<file path="src/rtl/accumulator_pkg.sv">
// Shared types and the extended saturating/wrapping add used by the
// multichannel accumulator.
package accumulator_pkg;

  localparam int SAT_W = 64;
  localparam logic [SAT_W:0] SAT_ONE = {{SAT_W{1'b0}}, 1'b1};

  typedef enum logic {
    DUMP_IDLE = 1'b0,
    DUMP_HOLD = 1'b1
  } dump_state_e;

  // Operands arrive already extended to SAT_W bits; acc_w is the real width.
  // Returns {overflow, result}, result valid in its low acc_w bits.
  function automatic logic [SAT_W:0] sat_add(
    input logic [SAT_W-1:0] acc,
    input logic [SAT_W-1:0] data,
    input int unsigned      acc_w,
    input logic             is_signed,
    input logic             saturate
  );
    logic [SAT_W:0] sum;
    logic [SAT_W:0] s_max;
    logic [SAT_W:0] s_min;
    logic [SAT_W:0] u_max;
    logic [SAT_W:0] res;
    logic           ovf;
    sum   = {is_signed & acc[SAT_W-1], acc} + {is_signed & data[SAT_W-1], data};
    s_max = (SAT_ONE << (acc_w - 32'd1)) - SAT_ONE;
    s_min = ~s_max;
    u_max = (SAT_ONE << acc_w) - SAT_ONE;
    if (is_signed) begin
      ovf = ($signed(sum) > $signed(s_max)) || ($signed(sum) < $signed(s_min));
    end else begin
      ovf = (sum > u_max);
    end
    if (ovf && saturate) begin
      res = is_signed ? (sum[SAT_W] ? s_min : s_max) : u_max;
    end else begin
      res = sum;
    end
    return {ovf, res[SAT_W-1:0]};
  endfunction

endpackage

</file>
<file path="src/rtl/accumulator_sat_add.sv">
// Combinational write-path adder: extends both operands, adds, flags
// overflow and clamps or wraps according to SATURATE.
module accumulator_sat_add
  import accumulator_pkg::*;
#(
  parameter int DATA_WIDTH = 32,
  parameter int ACC_WIDTH  = 40,
  parameter int SIGNED     = 1,
  parameter int SATURATE   = 1
) (
  input  logic [ACC_WIDTH-1:0]  acc_i,
  input  logic [DATA_WIDTH-1:0] data_i,
  output logic [ACC_WIDTH-1:0]  sum_o,
  output logic                  ovf_o
);

  localparam logic SGN = (SIGNED != 0);
  localparam logic SAT = (SATURATE != 0);

  logic [SAT_W-1:0]         acc_x;
  logic [SAT_W-1:0]         data_x;
  logic [SAT_W:0]           res;
  logic [SAT_W-1:ACC_WIDTH] unused_res_hi;

  assign acc_x         = {{(SAT_W-ACC_WIDTH){SGN & acc_i[ACC_WIDTH-1]}}, acc_i};
  assign data_x        = {{(SAT_W-DATA_WIDTH){SGN & data_i[DATA_WIDTH-1]}}, data_i};
  assign res           = sat_add(acc_x, data_x, ACC_WIDTH, SGN, SAT);
  assign sum_o         = res[ACC_WIDTH-1:0];
  assign ovf_o         = res[SAT_W];
  assign unused_res_hi = res[SAT_W-1:ACC_WIDTH];

endmodule

</file>
<file path="src/rtl/accumulator_multichannel.sv">
// NUM_CHANNELS independent accumulators with sticky overflow flags and a
// valid/ready read-and-clear dump port that never stalls accumulation.
module accumulator_multichannel
  import accumulator_pkg::*;
#(
  parameter int DATA_WIDTH   = 32,
  parameter int ACC_WIDTH    = 40,
  parameter int NUM_CHANNELS = 4,
  parameter int SIGNED       = 1,
  parameter int SATURATE     = 1,
  localparam int CH_W        = $clog2(NUM_CHANNELS)
) (
  input  logic                    i_CLK,
  input  logic                    i_RESET,
  input  logic                    i_ENABLE,
  input  logic [CH_W-1:0]         i_CHANNEL,
  input  logic [DATA_WIDTH-1:0]   i_DATA_IN,
  input  logic                    i_CLEAR,
  input  logic                    i_DUMP_REQ,
  input  logic [CH_W-1:0]         i_DUMP_CHANNEL,
  input  logic                    i_DUMP_READY,
  output logic                    o_DUMP_VALID,
  output logic [ACC_WIDTH-1:0]    o_DUMP_DATA,
  output logic [CH_W-1:0]         o_DUMP_CHANNEL,
  output logic                    o_DUMP_OVERFLOW,
  output logic                    o_DUMP_BUSY,
  output logic [NUM_CHANNELS-1:0] o_OVERFLOW
);

  if (ACC_WIDTH < DATA_WIDTH) begin : g_bad_acc_width
    $error("ACC_WIDTH must be >= DATA_WIDTH");
  end
  if (ACC_WIDTH >= SAT_W) begin : g_bad_acc_limit
    $error("ACC_WIDTH must be < 64");
  end
  if (NUM_CHANNELS < 2) begin : g_bad_channels
    $error("NUM_CHANNELS must be >= 2");
  end

  logic [ACC_WIDTH-1:0]    acc_q [NUM_CHANNELS];
  logic [ACC_WIDTH-1:0]    acc_d [NUM_CHANNELS];
  logic [NUM_CHANNELS-1:0] ovf_q;
  logic [NUM_CHANNELS-1:0] ovf_d;
  dump_state_e             state_q;
  logic                    dump_valid_q;
  logic [ACC_WIDTH-1:0]    dump_data_q;
  logic [CH_W-1:0]         dump_channel_q;
  logic                    dump_ovf_q;
  logic                    dump_busy_q;

  logic                    dump_take;
  logic                    base_zero;
  logic [ACC_WIDTH-1:0]    add_base;
  logic [ACC_WIDTH-1:0]    add_sum;
  logic                    add_ovf;

  // A clear or a same-channel dump zeroes the channel before the add lands.
  assign dump_take = (state_q == DUMP_IDLE) && i_DUMP_REQ;
  assign base_zero = i_CLEAR || (dump_take && (i_DUMP_CHANNEL == i_CHANNEL));
  assign add_base  = base_zero ? {ACC_WIDTH{1'b0}} : acc_q[i_CHANNEL];

  accumulator_sat_add #(
    .DATA_WIDTH (DATA_WIDTH),
    .ACC_WIDTH  (ACC_WIDTH),
    .SIGNED     (SIGNED),
    .SATURATE   (SATURATE)
  ) u_sat_add (
    .acc_i  (add_base),
    .data_i (i_DATA_IN),
    .sum_o  (add_sum),
    .ovf_o  (add_ovf)
  );

  always_comb begin
    acc_d = acc_q;
    ovf_d = ovf_q;
    for (int c = 0; c < NUM_CHANNELS; c++) begin
      if (i_ENABLE && (i_CHANNEL == CH_W'(c))) begin
        acc_d[c] = add_sum;
        ovf_d[c] = (base_zero ? 1'b0 : ovf_q[c]) | add_ovf;
      end else if (i_CLEAR && (i_CHANNEL == CH_W'(c))) begin
        acc_d[c] = {ACC_WIDTH{1'b0}};
        ovf_d[c] = 1'b0;
      end else if (dump_take && (i_DUMP_CHANNEL == CH_W'(c))) begin
        acc_d[c] = {ACC_WIDTH{1'b0}};
        ovf_d[c] = 1'b0;
      end else begin
        acc_d[c] = acc_q[c];
        ovf_d[c] = ovf_q[c];
      end
    end
  end

  always_ff @(posedge i_CLK) begin
    if (i_RESET) begin
      acc_q <= '{default: {ACC_WIDTH{1'b0}}};
      ovf_q <= {NUM_CHANNELS{1'b0}};
    end else begin
      acc_q <= acc_d;
      ovf_q <= ovf_d;
    end
  end

  // Dump handshake; captures the pre-update total of the requested channel.
  always_ff @(posedge i_CLK) begin
    if (i_RESET) begin
      state_q        <= DUMP_IDLE;
      dump_valid_q   <= 1'b0;
      dump_data_q    <= {ACC_WIDTH{1'b0}};
      dump_channel_q <= {CH_W{1'b0}};
      dump_ovf_q     <= 1'b0;
      dump_busy_q    <= 1'b0;
    end else begin
      case (state_q)
        DUMP_IDLE: begin
          if (i_DUMP_REQ) begin
            state_q        <= DUMP_HOLD;
            dump_valid_q   <= 1'b1;
            dump_busy_q    <= 1'b1;
            dump_data_q    <= acc_q[i_DUMP_CHANNEL];
            dump_channel_q <= i_DUMP_CHANNEL;
            dump_ovf_q     <= ovf_q[i_DUMP_CHANNEL];
          end else begin
            state_q <= DUMP_IDLE;
          end
        end
        DUMP_HOLD: begin
          if (dump_valid_q && i_DUMP_READY) begin
            state_q      <= DUMP_IDLE;
            dump_valid_q <= 1'b0;
            dump_busy_q  <= 1'b0;
          end else begin
            state_q <= DUMP_HOLD;
          end
        end
        default: begin
          state_q      <= DUMP_IDLE;
          dump_valid_q <= 1'b0;
          dump_busy_q  <= 1'b0;
        end
      endcase
    end
  end

  assign o_DUMP_VALID    = dump_valid_q;
  assign o_DUMP_DATA     = dump_data_q;
  assign o_DUMP_CHANNEL  = dump_channel_q;
  assign o_DUMP_OVERFLOW = dump_ovf_q;
  assign o_DUMP_BUSY     = dump_busy_q;
  assign o_OVERFLOW      = ovf_q;

endmodule

</file>
<file path="config.mk">
export PLATFORM = sky130hd
export DESIGN_NAME = accumulator_multichannel
export DESIGN_NICKNAME = d
export VERILOG_FILES = /design/src/rtl/accumulator_pkg.sv /design/src/rtl/accumulator_sat_add.sv /design/src/rtl/accumulator_multichannel.sv
export SDC_FILE = /design/constraint.sdc
export NUM_CORES = 1
export LEC_CHECK = 0
export ABC_AREA = 1
export CAP_MARGIN = 20
export CORE_MARGIN = 3
export CORE_UTILIZATION = 32
export DETAILED_ROUTE_END_ITERATION = 8
export GPL_TIMING_DRIVEN = 0
export PLACE_DENSITY_LB_ADDON = 0.05
export SLEW_MARGIN = 5
export SYNTH_ARGS = -nofsm -noshare
export SYNTH_HDL_FRONTEND = slang
export SYNTH_SLANG_ARGS = --single-unit
</file>
<file path="constraint.sdc">
create_clock -name i_CLK -period 4.2 [get_ports i_CLK]
set_input_delay 0.84 -clock i_CLK [delete_from_list [all_inputs] [get_ports i_CLK]]
set_output_delay 0.84 -clock i_CLK [all_outputs]
set_load 0.05 [all_outputs]
</file>
==> results of run 1 <==
[stage by stage]
stage	utilization (%)	hold slack, ns
2_1_floorplan	-	0.454
3_3_place_gp	36.5	0.463
3_5_place_dp	36.5	0.467
4_1_cts	42.8	0.476
5_1_grt	46.4	0.503
6_report	46.4	0.477
[cells by family after synthesis]
group / count (synthesis) / share of synthesized area, %
adder cells (fa/ha/maj): 41 / 4.11
flip-flops: 209 / 33.0
buffers and inverters: 236 / 7.29
AO/OA/AOI/OAI: 503 / 22.1
XOR/XNOR: 5 / 0.405
AND/OR/NAND/NOR: 1048 / 33.1
[flip-flops by register name (all words and copies together) (netlist names)]
name / flops
acc_q: 160
o_DUMP_DATA: 40
o_OVERFLOW: 4
o_DUMP_CHANNEL: 2
o_DUMP_BUSY: 1
o_DUMP_OVERFLOW: 1
state_q: 1
[power by group]
group / leakage [nW] / internal [W] / switching [W]
registers: 1.70 / 0.00208 / 0.0000725
logic: 4.74 / 0.000515 / 0.00107
clock network: 0.392 / 0.00123 / 0.000922
total: 6.84 / 0.00382 / 0.00206
[worst max-delay path: cells and delay by family]
| family | cells | cell delay, ns |
|---|---|---|
| AND/OR/NAND/NOR | 17 | 1.83 |
| AO/OA/AOI/OAI | 6 | 0.68 |
| buffers and inverters | 7 | 0.85 |
| adder cells (fa/ha/maj) | 2 | 0.47 |
[final cells by class]
type                            count  area, um^2
Fill cell                        4075       20900
Buffer                            114         737
Clock buffer                       33         696
Sequential cell                   209        4180
Tap cell                          518         648
Clock inverter                     11        90.1
Multi-Input combinational cell   1597        9980
Inverter                          122         475
Timing Repair Buffer              122        1240
[worst max-delay path by stage]
| stage | from | endpoint | slack (ns) | depth (start not counted) |
|---|---|---|---|---|
| 3_5_place_dp | i_DUMP_REQ | acc_q[110] | -2.29 | 29 |
| 2_1_floorplan | i_DUMP_CHANNEL[0] | acc_q[54] | 0.006 | 31 |
| 5_1_grt | i_DUMP_CHANNEL[0] | acc_q[125] | -0.31 | 34 |
| 6_report | i_DUMP_CHANNEL[0] | acc_q[114] | -0.11 | 32 |
| 3_3_place_gp | i_DUMP_REQ | acc_q[110] | -2.29 | 29 |
| 4_1_cts | i_DUMP_CHANNEL[0] | acc_q[134] | -0.05 | 33 |
[per-layer routing]
metal | global-route usage [%] | wire [um] | part of all wire (%) | vias to the layer above
met5 | 0 | 0 | 0 | -
met4 | 8.40 | 1850 | 3.1 | 0
met3 | 4.18 | 3900 | 6.6 | 103
met2 | 42.9 | 26500 | 45 | 499
met1 | 38.2 | 27200 | 46 | 7060
li1 | - | - | - | 7071
[what timing repair did]
| item | 4_1_cts | 5_1_grt |
|---|---|---|
| gates resized for setup | 308 | 321 |
| setup buffers | 28 | 4 |
| setup endpoints to repair | 164 | 160 |
| cloned | 4 | 0 |
| pin swaps | 39 | 44 |
[placed cells by master, fill, tap and decap left out, types with 8 or more instances in the layout]
cell type        netlist  layout
clkbuf_16              0      29
o21ai_0              100      95
nor3_1                14      10
ha_1                  40      16
nor2_2                 2      21
a31oi_4                0      29
clkdlybuf4s50_1        0      83
a31oi_1               82      43
a21oi_1              254     149
clkbuf_8               0      13
nand2_4                1      56
o21ai_4                0      15
nand2_1              763     627
a21oi_2                0     100
a31oi_2                0      10
a22oi_1               42      37
clkbuf_1             104      85
dfxtp_1              209     209
nand3_1               57      47
nand3_2                0       8
nor2_1               156     131
buf_4                  1      31
inv_1                117     112
nand2_2               26      89
nand4_1               15      15
ha_4                   0      19
nand2_8                0      18
nand3b_1               9       9
==> impl_results.md, run 1 <==
* Status: finished with violations
* Failing checks: setup timing
* GP Congestion at 0.922
* DRC at 0
* Die H at 205 um
* Crit share post-route at 103%
* Worst Hold Class: register to register
* RSZ-0062 raised after global routing: true
* DR pass1 iterations at 6
* Synthesis-stage register bit count at 209
* Setup TNS at -10.80 ns
* Hold path startpoint: acc_q[1]
* Worst reg2reg path depth at 30
* Distinct cells, synth at 39
* Initial Utilization at 32.6%
* Top post-synthesis cells by count: 763 x nand2_1, 254 x a21oi_1, 209 x dfxtp_1
* Max incr delay on CP at 0.27 ns
* Reg2reg start: state_q
* Crit-path max FO at 6
* Worst setup SP type: input pin
* Via/cell ratio at 5.40
* Final Setup Violations at 156
* Largest net degree at the start of global routing at 13
* Pwr/cell area at 326 nW/um^2
* Share of cells above drive strength 1 at 23.5%
* Finished Layout Cells at 2726
* Leading area contributor after synthesis: dfxtp_1
* Area grow syn2layout at 42.4%
* Cts hold-fix bufs at 0
* Slew HR at 15.0%
* Crit path time final at 4.31 ns
* Asr flop ratio synth at 0%
* Kind of critical path: input pin to register
* Gr usage total at 27.2%
* Placement Setup Slack at -2.29 ns
* CORE AREA at 38900 um^2
* Post-Syn Nets at 2125
* Hold EP: acc_q[1]
* Final Total Pwr at 0.00589 W
* Post-synth EDFFs at 0
* Fin. max-slew vios at 0
* Max Root-Sink Buffers at 3
* CP required at 4.58 ns
* DR WL/cell at 21.8 um
* Final hold viol count at 0
* RR Endpoint: acc_q[114]
* Initial antenna violation count at 0
* Io pins at 91
* Worst-Margin Slew at 1.27 ns
* WL final at 59.4 mm
* Final layout net count at 2274
* Syn Inst Count at 2042
* Vias at 14700
* CTS Sinks at 209
* Post-synth top flop: dfxtp_1
* Clk slew on worst S/H paths at 0.06 ns
* Placed Instance Area at 14200 um^2
* Endpoint type of the worst setup path: register
* DRT iter0 DRCs at 1307
* Most frequent cell after synthesis: nand2_1
* Top-area cell type share of the netlist area at 33.0%
* Sequential area share after synthesis at 33.0%
* CP arrival at 4.69 ns
* Final setup margin at -0.111 ns
* Max cap viols at 0
* P_leak at 6.84 nW
* Vias in the first global route at 14000
* CTS tree: done
* Row cnt at 72
* IO Port Bufs at 87
* Global route overflow at 0
* Syn_area_per_cell at 6.21 um^2
* Synth top area cells: dfxtp_1 33%, nand2_1 23%, a21oi_1 10%, nor2_1 4.6%, a31oi_1 4.0%
* Antenna viol nets, final at 0
* Final Instance Area at 18000 um^2
* Worst vdd ir at 0.233 mV
* Root buffer cell: clkbuf_16
* Yosys warns at 0
* Clock Latency Late Sink at 0.54 ns
* Clock skew at 0.0139 ns
* Diode count at 0
* Die Wd at 205 um
* Worst hold stages at 2
* Mapped Area at 12700 um^2
* Final HPWL from detailed placement at 43.1 mm
* Setup slack, reg-to-reg at -0.04 ns
* First-pass GRT wire length at 86.0 mm
* Inst Count DP at 2647
* Max Freq at 232 MHz
* H-tree depth at 1
* Worst path slowest cell: fa_2
* Die Area at 42000 um^2
* Num CTS Buffers at 25
Power figures use the tool's default switching activity.
==> run 2, diff against run 1 <==
--- a/config.mk
+++ b/config.mk
@@ -7,12 +7,11 @@
 export LEC_CHECK = 0
 export ABC_AREA = 1
 export CAP_MARGIN = 20
-export CORE_MARGIN = 3
 export CORE_UTILIZATION = 32
 export DETAILED_ROUTE_END_ITERATION = 8
-export GPL_TIMING_DRIVEN = 0
 export PLACE_DENSITY_LB_ADDON = 0.05
 export SLEW_MARGIN = 5
 export SYNTH_ARGS = -nofsm -noshare
 export SYNTH_HDL_FRONTEND = slang
+export SYNTH_HIERARCHICAL = 1
 export SYNTH_SLANG_ARGS = --single-unit
==> impl_results.md, run 2 <==
* Post-Syn Nets at 2328
* Most frequent cell after synthesis: nand2_1
* Final hold viol count at 0
* Distinct cells, synth at 43
* Pwr/cell area at 300 nW/um^2
* Initial Utilization at 32.8%
* Adder-cell share of the synthesized area at 3.75%
* CORE AREA at 42300 um^2
* Syn_area_per_cell at 6.18 um^2
* Failing checks: setup timing
* CTS tree: done
* DRC at 0
* Slew HR at 34.7%
* Num CTS Buffers at 25
* Simple-gate area share of the yosys netlist at 25.7%
* Kind of critical path: input pin to register
* First-pass GRT wire length at 93.8 mm
* Largest net degree at the start of global routing at 93
* Final layout net count at 2733
* Clock Latency Late Sink at 0.53 ns
* Most common cell after layout, fill and taps aside: inv_1
* Post-synth top flop: dfxtp_1
* Final setup margin at -0.0313 ns
* Mapped Area at 13900 um^2
* Initial antenna violation count at 0
* Die H at 210 um
* Worst path slowest cell: fa_2
* P_leak at 9.42 nW
* Synthesis-stage register bit count at 209
* Die Wd at 210 um
* Max incr delay on CP at 0.41 ns
* Area grow syn2layout at 60.2%
* Final Setup Violations at 12
* Synth Area in XOR/XNOR at 0.442%
* Fillers at 4244
* Top-area cell type share of the netlist area at 30.1%
* Gr usage total at 27.6%
* CTS Sinks at 209
* Hold Slack at 0.473 ns
* DR pass1 iterations at 5
* Top post-synthesis cells by count: 459 x nand2_1, 442 x inv_1, 209 x dfxtp_1
* Vias at 16500
* Share of cells above drive strength 1 at 35.3%
* Max Freq at 236 MHz
* H-tree depth at 1
* GP Congestion at 0.885
* Clock skew at 0.0183 ns
* Post-synthesis compound-gate area fraction at 23.6%
* Commonest cells after routing, fill and taps aside: 392 x inv_1, 349 x buf_4, 344 x nand2_1
* IO Port Bufs at 90
* Io pins at 91
* Via/cell ratio at 5.08
* WL final at 62.9 mm
* Cts hold-fix bufs at 0
* Asr flop ratio synth at 0%
* Root buffer cell: clkbuf_16
* Crit share post-route at 101%
* Max cap viols at 0
* Multiplexer share of the synthesized area at 0%
* Vias in the first global route at 16100
* Fin. max-slew vios at 0
* Antenna viol nets, final at 0
* RSZ-0062 raised after global routing: true
* Row cnt at 75
* Placed Instance Area at 17600 um^2
* Leading area contributor after synthesis: dfxtp_1
* CP required at 4.65 ns
* Status: finished with violations
* Crit-path max FO at 5
* Post-synth EDFFs at 0
* Setup TNS at -0.125 ns
* DRT iter0 DRCs at 1165
* Sequential area share after synthesis at 30.1%
* Biggest register: acc_q
* Crit path time final at 4.23 ns
* Clk slew on worst S/H paths at 0.06 ns
* Largest family of logic cells by synthesized area: simple AND/OR/NAND/NOR gates
* Diode count at 0
* Die Area at 44200 um^2
* Worst setup SP type: input pin
* Synth top area cells: dfxtp_1 30%, nand2_1 12%, inv_1 12%, a21oi_1 6.1%, o22ai_1 5.5%
* Syn Inst Count at 2245
* Max Root-Sink Buffers at 3
* Worst Hold Class: register to register
* Final HPWL from detailed placement at 40.3 mm
* Max reg flops at 160
* Final Instance Area at 22200 um^2
* CP arrival at 4.69 ns
* DR WL/cell at 19.4 um
* Worst-Margin Slew at 0.976 ns
* Worst vdd ir at 0.245 mV
* Endpoint type of the worst setup path: register
* Yosys warns at 6
* Global route overflow at 0
run 2: kinds of logic after synthesis:
| group | count (synthesis) |
|---|---|
| flip-flops | 209 |
| adder cells (fa/ha/maj) | 41 |
| AND/OR/NAND/NOR | 847 |
| AO/OA/AOI/OAI | 565 |
| buffers and inverters | 576 |
| XOR/XNOR | 7 |
run 2: timing repair:
action / in CTS / in global routing
pin swaps: 58 / 137
buffers inserted: 70 / 15
gates cloned: 12 / 3
setup endpoints to repair: 164 / 160
gates resized for setup: 323 / 344
run 2: worst max-delay path, delay by kind of cell:
kind / cells / cell delay [ns]
AOI/OAI and AO/OA: 3 / 0.42
and+or+nand+nor: 16 / 1.58
adders and majority gates: 2 / 0.54
buffers and inverters: 12 / 1.31
run 2: layout make-up:
type	instances	area (um^2)	area share, %
Clock buffer	37	711	3.20
Clock inverter	5	75.1	0.338
Inverter	453	1850	8.30
Multi-Input combinational cell	1460	10000	45.0
Sequential cell	209	4180	18.8
Tap cell	577	722	3.25
Timing Repair Buffer	501	4700	21.1
run 2: per-stage QoR:
step / total power (W) / worst slack (ns) / util [%] / cells
2_1_floorplan: 0.00312 / 0.00199 / - / 2245
3_3_place_gp: 0.00387 / -1.30 / 41.6 / 3108
3_5_place_dp: 0.00387 / -1.32 / 41.6 / 3108
4_1_cts: 0.00636 / -0.0114 / 48.7 / 3227
5_1_grt: 0.00695 / -0.218 / 52.5 / 3242
6_report: 0.00667 / -0.0313 / 52.5 / 3242
run 2: path summary, 6_finish.rpt:
path	startpoint	to	slack, ns	cells after the start
max	i_CHANNEL[1]	acc_q[64]	-0.03	33
min	o_DUMP_CHANNEL[1]	o_DUMP_CHANNEL[1]	0.47	2
max reg2reg	state_q	acc_q[64]	0.07	33
min reg2reg	o_DUMP_CHANNEL[1]	o_DUMP_CHANNEL[1]	0.47	2
run 2: routing by layer:
metal	track usage (%)	routed length, um
met1	39.1	29300
met2	44.5	28800
met3	3.35	3840
met4	6.12	936
met5	0	0
run 2: power breakdown:
part           internal [W]  total (W)  switching, W  leakage, nW
combinational      0.000970    0.00233       0.00136         7.32
sequential          0.00210    0.00218     0.0000761         1.71
clock               0.00128    0.00216      0.000878        0.386
==> run 3, diff against run 2 <==
--- a/config.mk
+++ b/config.mk
@@ -7,7 +7,9 @@
 export LEC_CHECK = 0
 export ABC_AREA = 1
 export CAP_MARGIN = 20
-export CORE_UTILIZATION = 32
+export CELL_PAD_IN_SITES_DETAIL_PLACEMENT = 1
+export CELL_PAD_IN_SITES_GLOBAL_PLACEMENT = 2
+export CORE_UTILIZATION = 29
 export DETAILED_ROUTE_END_ITERATION = 8
 export PLACE_DENSITY_LB_ADDON = 0.05
 export SLEW_MARGIN = 5
==> impl_results.md, run 3 (same netlist as run 2, synthesis figures left out) <==
* Slew HR at 22.0%
* Io pins at 91
* Final Setup Violations at 127
* First-pass GRT wire length at 104 mm
* Combinational power share at 33.5%
* Internal power at 0.00439 W
* H-tree depth at 1
* Clock skew at 0.0154 ns
* RSZ-0062 raised after global routing: true
* Critical path's most frequent cell: buf_4
* Die H at 221 um
* CTS tree: done
* Max Root-Sink Buffers at 3
* Diode count at 0
* IO Port Bufs at 90
* Antenna viol nets, final at 0
* Biggest register: acc_q
* Max reg flops at 160
* Placement Setup Slack at -1.55 ns
* Sw Ratio at 35.0%
* Endpoint type of the worst setup path: register
* DR WL/cell at 21.2 um
* Die Area at 48700 um^2
* Worst Hold Class: register to register
* Max cap viols at 0
* WL final at 69.1 mm
* Setup slack, reg-to-reg at -0.02 ns
* Final hold viol count at 0
* Vias in the first global route at 17500
* Crit-path leading delay family: buffers and inverters
* CP required at 4.60 ns
* Final layout net count at 2709
* Reg power frac at 32.2%
* CP arrival at 4.75 ns
* CTS Sinks at 209
* Global route overflow at 0
* Initial antenna violation count at 2
* Setup crit end: acc_q[48]
* Setup TNS at -9.19 ns
* CP Depth at 34
* Commonest cells after routing, fill and taps aside: 385 x inv_1, 344 x nand2_1, 321 x buf_4
* Die Wd at 221 um
* Most common cell after layout, fill and taps aside: inv_1
* Area grow syn2layout at 56.8%
* CORE AREA at 46900 um^2
* Via/cell ratio at 5.13
* DRT iter0 DRCs at 872
* Final setup margin at -0.148 ns
* Crit-path max FO at 6
* Final Util at 46.5%
* Root buffer cell: clkbuf_16
* Reg2reg start: state_q
* Placed Instance Area at 17700 um^2
* Worst setup SP type: input pin
* Crit path time final at 4.35 ns
* Failing checks: DRC, setup timing
* Pwr/cell area at 310 nW/um^2
* Inst Count DP at 3131
* Kind of critical path: input pin to register
* Max Freq at 230 MHz
* Status: finished with violations
* Num CTS Buffers at 26
* Max incr delay on CP at 0.28 ns
* Row cnt at 79
* Clock Latency Late Sink at 0.55 ns
* GP Congestion at 0.868
* RR Endpoint: acc_q[48]
* Worst Path Buf+Inv at 20
* Worst-Margin Slew at 1.17 ns
* Largest net degree at the start of global routing at 83
* Cts hold-fix bufs at 0
* Fin. max-slew vios at 0
* Final Instance Area at 21800 um^2
* DR pass1 iterations at 7
* Fillers at 5861
* Worst path slowest cell: ha_4
* Crit share post-route at 104%
* Vias at 16700
* Hold path startpoint: o_DUMP_DATA[20]
* Crit path from: i_DUMP_REQ
* Final HPWL from detailed placement at 46.2 mm
* Worst reg2reg path depth at 34
* Share of cells above drive strength 1 at 34.7%
* P_leak at 9.23 nW
* Clock power frac at 34.2%
* DRC at 3
* Worst vdd ir at 0.246 mV
* Clk slew on worst S/H paths at 0.06 ns
* Gr usage total at 28.1%
* Sw power at 0.00236 W
* Finished Layout Cells at 3253
* Initial Utilization at 29.6%
-- run 3: power groups by stage --
stage / registers [W] / clock network, W / logic, W
3_5_place_dp: 0.00222 / 0 / 0.00172
6_report: 0.00218 / 0.00231 / 0.00227
2_1_floorplan: 0.00232 / 0 / 0.000804
4_1_cts: 0.00218 / 0.00235 / 0.00212
3_3_place_gp: 0.00221 / 0 / 0.00170
5_1_grt: 0.00219 / 0.00244 / 0.00241
-- run 3: cell type report --
type | instances | area (um^2) | share of cell area, %
Clock buffer | 42 | 812 | 3.73
Clock inverter | 6 | 57.6 | 0.264
Inverter | 453 | 1770 | 8.14
Multi-Input combinational cell | 1460 | 9690 | 44.5
Sequential cell | 209 | 4180 | 19.2
Tap cell | 607 | 759 | 3.49
Timing Repair Buffer | 476 | 4490 | 20.6
-- run 3: how the worst min path moves through the flow --
stage	end	slack [ns]	cells after the start
5_1_grt	o_DUMP_CHANNEL[1]	0.52	2
4_1_cts	o_OVERFLOW[1]	0.50	2
6_report	o_DUMP_DATA[20]	0.50	2
2_1_floorplan	o_DUMP_BUSY	0.47	1
3_3_place_gp	state_q	0.47	1
3_5_place_dp	o_DUMP_DATA[8]	0.49	2
-- run 3: metal layers --
layer	global-route usage [%]	share of wire [%]	vias up	wire, um
li1	-	-	8019	-
met1	38.4	48	8255	32800
met2	47.2	47	325	32200
met3	2.71	3.7	91	2530
met4	6.69	2.2	2	1530
met5	0	0.023	-	16
-- run 3: worst min-delay path, cell delays in order (launching register included) --
cell and delay [ns]:
dfxtp_1 0.32, o211ai_1 0.10, inv_1 0.05
-- run 3: repair_timing --
item | 4_1_cts | 5_1_grt
setup buffers | 48 | 19
hold endpoints to repair | 0 | 0
cloned | 8 | 2
resized for setup | 407 | 195
pin swaps | 136 | 101
endpoints found under the setup margin | 164 | 160
-- run 3: stage by stage --
step / hold WS, ns / power (W)
floorplan: 0.475 / 0.00312
global placement: 0.470 / 0.00392
detailed placement: 0.485 / 0.00394
CTS: 0.501 / 0.00665
global route: 0.519 / 0.00704
finish: 0.502 / 0.00675
